## src/rtl/gate_test_sequencer.sv

```systemverilog
// gate_test_sequencer
//
// Drives the four input vectors 00, 01, 10, 11 into an external 2-input gate,
// samples the gate output once per vector and compares it with the truth table
// selected by gate_sel. Vectors advance on a dwell timer (auto mode) or on
// each rising edge of step_btn (step mode). Per-vector mismatches collect in
// fail_vec, and pass summarises the run once it is done.
//
// Ports
//   clk        system clock
//   rst_n      synchronous active-low reset
//   start      one-cycle pulse, starts a run from idle or done
//   step_mode  0 = auto (dwell timer), 1 = manual (step_btn)
//   step_btn   debounced, synchronised button level
//   gate_sel   expected function: AND, OR, XOR, NAND, NOR, XNOR, NOT a, BUF a
//   dut_y      output of the gate under test
//   dut_a      gate input a (registered)
//   dut_b      gate input b (registered)
//   vec_idx    index {a,b} of the vector currently applied
//   busy       run in progress
//   done       run finished, held until the next start
//   pass       run finished with no mismatches
//   fail_vec   bit i set when vector i mismatched
module gate_test_sequencer #(
  parameter int unsigned TICK_DIV = 100_000_000
) (
  input  logic       clk,
  input  logic       rst_n,
  input  logic       start,
  input  logic       step_mode,
  input  logic       step_btn,
  input  logic [2:0] gate_sel,
  input  logic       dut_y,
  output logic       dut_a,
  output logic       dut_b,
  output logic [1:0] vec_idx,
  output logic       busy,
  output logic       done,
  output logic       pass,
  output logic [3:0] fail_vec
);

  localparam int unsigned CntW = $clog2(TICK_DIV);
  localparam logic [CntW-1:0] CntLast = CntW'(TICK_DIV - 1);

  typedef enum logic [1:0] {StIdle, StRun, StDone} state_e;

  state_e          state_q, state_d;
  logic [CntW-1:0] cnt_q, cnt_d;
  logic [2:0]      gate_q, gate_d;
  logic            step_q;
  logic            mode_q;
  logic [1:0]      vec_q, vec_d;
  logic [3:0]      fail_q, fail_d;
  logic            busy_q, busy_d;
  logic            done_q, done_d;
  logic            pass_q, pass_d;
  logic            a_q, b_q;

  logic exp_y;
  logic step_rise;
  logic mode_chg;
  logic sample;

  assign step_rise = step_btn & ~step_q;
  assign mode_chg  = step_mode ^ mode_q;

  // Expected gate output for the vector currently on the pins.
  always_comb begin
    exp_y = 1'b0;
    case (gate_q)
      3'd0:    exp_y = a_q & b_q;
      3'd1:    exp_y = a_q | b_q;
      3'd2:    exp_y = a_q ^ b_q;
      3'd3:    exp_y = ~(a_q & b_q);
      3'd4:    exp_y = ~(a_q | b_q);
      3'd5:    exp_y = ~(a_q ^ b_q);
      3'd6:    exp_y = ~a_q;
      default: exp_y = a_q;
    endcase
  end

  always_comb begin
    state_d = state_q;
    cnt_d   = cnt_q;
    gate_d  = gate_q;
    vec_d   = vec_q;
    fail_d  = fail_q;
    busy_d  = busy_q;
    done_d  = done_q;
    pass_d  = pass_q;
    sample  = 1'b0;

    case (state_q)
      StIdle, StDone: begin
        if (start) begin
          state_d = StRun;
          gate_d  = gate_sel;
          vec_d   = 2'd0;
          cnt_d   = '0;
          fail_d  = 4'd0;
          busy_d  = 1'b1;
          done_d  = 1'b0;
          pass_d  = 1'b0;
        end
      end
      StRun: begin
        if (step_mode) begin
          cnt_d  = '0;
          sample = step_rise;
        end else if (mode_chg) begin
          // Returning to auto mode restarts the dwell for the current vector.
          cnt_d = '0;
        end else if (cnt_q == CntLast) begin
          cnt_d  = '0;
          sample = 1'b1;
        end else begin
          cnt_d = cnt_q + CntW'(1);
        end

        if (sample) begin
          if (dut_y != exp_y) begin
            fail_d = fail_q | (4'd1 << vec_q);
          end
          if (vec_q == 2'd3) begin
            state_d = StDone;
            busy_d  = 1'b0;
            done_d  = 1'b1;
            pass_d  = ~|fail_d;
          end else begin
            vec_d = vec_q + 2'd1;
          end
        end
      end
      default: begin
        state_d = StIdle;
      end
    endcase
  end

  always_ff @(posedge clk) begin
    if (!rst_n) begin
      state_q <= StIdle;
      cnt_q   <= '0;
      gate_q  <= 3'd0;
      step_q  <= 1'b0;
      mode_q  <= 1'b0;
      vec_q   <= 2'd0;
      fail_q  <= 4'd0;
      busy_q  <= 1'b0;
      done_q  <= 1'b0;
      pass_q  <= 1'b0;
      a_q     <= 1'b0;
      b_q     <= 1'b0;
    end else begin
      state_q <= state_d;
      cnt_q   <= cnt_d;
      gate_q  <= gate_d;
      step_q  <= step_btn;
      mode_q  <= step_mode;
      vec_q   <= vec_d;
      fail_q  <= fail_d;
      busy_q  <= busy_d;
      done_q  <= done_d;
      pass_q  <= pass_d;
      // Pins mirror the next vector index so they change on the same edge.
      a_q     <= vec_d[1];
      b_q     <= vec_d[0];
    end
  end

  assign dut_a    = a_q;
  assign dut_b    = b_q;
  assign vec_idx  = vec_q;
  assign busy     = busy_q;
  assign done     = done_q;
  assign pass     = pass_q;
  assign fail_vec = fail_q;

endmodule
```

## config.mk

```make
export PLATFORM = sky130hd
export DESIGN_NAME = gate_test_sequencer
export DESIGN_NICKNAME = d
export VERILOG_FILES = /design/src/rtl/gate_test_sequencer.sv
export SDC_FILE = /design/constraint.sdc
export NUM_CORES = 1
export LEC_CHECK = 0
export BUFFER_PORTS_ARGS = -buffer_cell sky130_fd_sc_hd__buf_2
export CAP_MARGIN = 30
export CORE_MARGIN = 2
export CORE_UTILIZATION = 60
export DETAILED_ROUTE_END_ITERATION = 12
export GPL_TIMING_DRIVEN = 0
export PLACE_DENSITY = 0.8
export SYNTH_ARGS = -nofsm -noshare
export SYNTH_HDL_FRONTEND = slang
export SYNTH_SLANG_ARGS = --single-unit
```

## constraint.sdc

```tcl
create_clock -name clk -period 4.3 [get_ports clk]
set_input_delay 0.215 -clock clk [delete_from_list [all_inputs] [get_ports clk]]
set_output_delay 0.215 -clock clk [all_outputs]
set_load 0.03 [all_outputs]
```

==> out/results.ini <==
[outcome]
status = finished clean

[clocking]
clockBufferDepth = 2
cts.repair.resized = 0
htree_levels = 2
cts_tree = yes
insertion_delay_ns = 0.30
post_cts_buffers = 0
postCtsHoldBufs = 0
path_clk_slew_ns = 0.08
cts_buffers = 5
ctsRootBufferMaster = clkbuf_8
cts.sinks = 43

[yosys]
yosysTopAreaCell = dfxtp_1
syn_area_per_cell_um2 = 8.48
synth-seq-cells = 43
synth_edf_count = 0
yosys-top-cells-area = dfxtp_1, nor2_1, xnor2_1
postSynth.asyncResetShare = 0
synth_cell_types = 50
yosysMostFrequentCell = dfxtp_1
yosysTopAreaCellShare = 0.382
synth_cells = 266
synth_area_um2 = 2260
ys_top_cells_by_count = dfxtp_1, nor2_1, nand2_1, xnor2_1, inv_1
yosysSeqAreaShare = 0.382
synth_fp_nets = 281
ys_warn_count = 0
synth-main-ff-cell = dfxtp_1

[critical_path]
critPathMaxFanout = 8
worstSetupEndpointType = register
slowest_delay_ns = 0.47
cpMaxStageDelayCell = dfxtp_1
start_kind = register
path_cells = inv_1 -> ha_1 -> or2_2 -> a32oi_1 -> and3b_1 -> nor2_1 -> a32o_1
cp.arrival_ns = 2.31
critPathKind = reg2reg
cp.required_ns = 4.50
path_delay_family = simple AND/OR/NAND/NOR gates
path_buf_inv = 1

[route]
top_layer = met4
via_per_inst = 5.76
routed_wirelength_um = 4580
vias = 1965
wl_met3_um = 220
wl_met1_um = 2100
drtIter0Drc = 120
drc = 0
ant_nets = 0
wl_met2_um = 2130
dr.pass1.iters = 4
post_drt_wl_per_cell_um = 13.4

[grt]
first_global_vias = 1909
grt_max_degree = 14
track_usage = 0.244
antenna_found_initial = 0
grt-ovfl-total = 0
grt_pass1_wl_um = 8190

[place]
dpl.cell_count = 333
gp_congestion = 0.746
place_ws_ns = 2.23
portBuffers = 19
placed_area_um2 = 2410
dpl.hpwl_um = 3340

[timing]
setup_viol = 0
post-route-min-period_ns = 2.11
worst_hold_slack_ns = 0.131
setup_tns_ns = 0
tightest_slew_ns = 0.624
hold_viol = 0
rsz0062_at_grt = false
finClkSkew_ns = 0.00771
setup_ws_ns = 2.19
fin_crit_sh = 0.491
clock.fmax_mhz = 473
drv_slew = 0
relSlewSlack = 0.582

[layout]
fin_nets = 307
drive_gt1_frac = 0.147
nFillCells = 303
regArea_um2 = 861
syn_to_final_growth_pct = 12.1
final_core_util = 0.696
fin_area_um2 = 2530
multi_input_area_um2 = 1300
fin_cells = 341
antennaDiodeCount = 0

[min_path]
hold_class = in2reg

[floorplan]
fp-row-count = 22
pin_count = 20
die_h_um = 65.3
core_um2 = 3630
dieArea_um2 = 4270
initial_core_util = 0.621
fp.dieW_um = 65.3

[pwr]
p_leak_nw = 0.902
powerDensity_nw_per_um2 = 317
ir_drop_mv = 0.324
power_mw = 0.801

[flow_run]
maxCapViolCount = 0

-- registers in the layout (all words and copies together) (netlist names), named ones only --
| register | cells |
|---|---|
| busy | 1 |
| cnt_q | 27 |
| done | 1 |
| fail_vec | 4 |
| gate_q | 3 |
| mode_q | 1 |
| pass | 1 |
| state_q | 2 |
| step_q | 1 |
-- cell usage in the layout, fill, tap and decap left out, types with 5 or more instances in the layout --
master	synthesis	layout
buf_2	3	22
nor2_1	34	34
nand2_1	30	30
a31oi_1	7	7
inv_1	11	11
ha_1	6	6
nand3_1	8	8
a21oi_1	8	8
and4_1	9	9
nand4_1	8	8
xnor2_1	14	14
nor2b_1	6	6
and2_1	5	5
dfxtp_1	43	43
o21ai_0	5	5
nand2b_1	5	5
nor3_1	10	10
clkbuf_8	0	6
-- final timing paths --
| path | from | end | slack (ns) | cells past startpoint |
|---|---|---|---|---|
| min reg2reg | busy | busy | 0.47 | 2 |
| min | step_btn | step_q | 0.13 | 2 |
| max | register | fail_vec[2] | 2.19 | 7 |
| max reg2reg | register | fail_vec[2] | 2.19 | 7 |
-- where the power goes --
part | switching (mW) | internal [mW] | total, mW
logic | 0.0430 | 0.0239 | 0.0669
clock network | 0.137 | 0.188 | 0.325
registers | 0.00535 | 0.404 | 0.410
total | 0.185 | 0.616 | 0.801
-- final cells by class --
| cell class | instances | share of cell area |
|---|---|---|
| multi-input combinational | 202 | 0.513 |
| buffer | 10 | 0.0223 |
| sequential | 43 | 0.340 |
| clock inverter | 2 | 0.0139 |
| inverter | 11 | 0.0163 |
| timing repair buffer | 19 | 0.0376 |
| tap | 48 | 0.0238 |
| clock buffer | 6 | 0.0327 |
-- cell families after synthesis --
logic type	count (synthesis)	share of synthesized area
compound gates	47	0.155
xor+xnor	18	0.0699
fa+ha+maj	6	0.0333
buf+inv	21	0.0433
flops	43	0.382
mux	4	0.0189
simple gates	127	0.298
-- metal layers --
metal | track usage | vias up
met5 | 0 | -
met4 | 0.122 | 0
met3 | 0.0651 | 13
met2 | 0.392 | 45
met1 | 0.302 | 913
li1 | - | 994
Power figures use the tool's default switching activity.
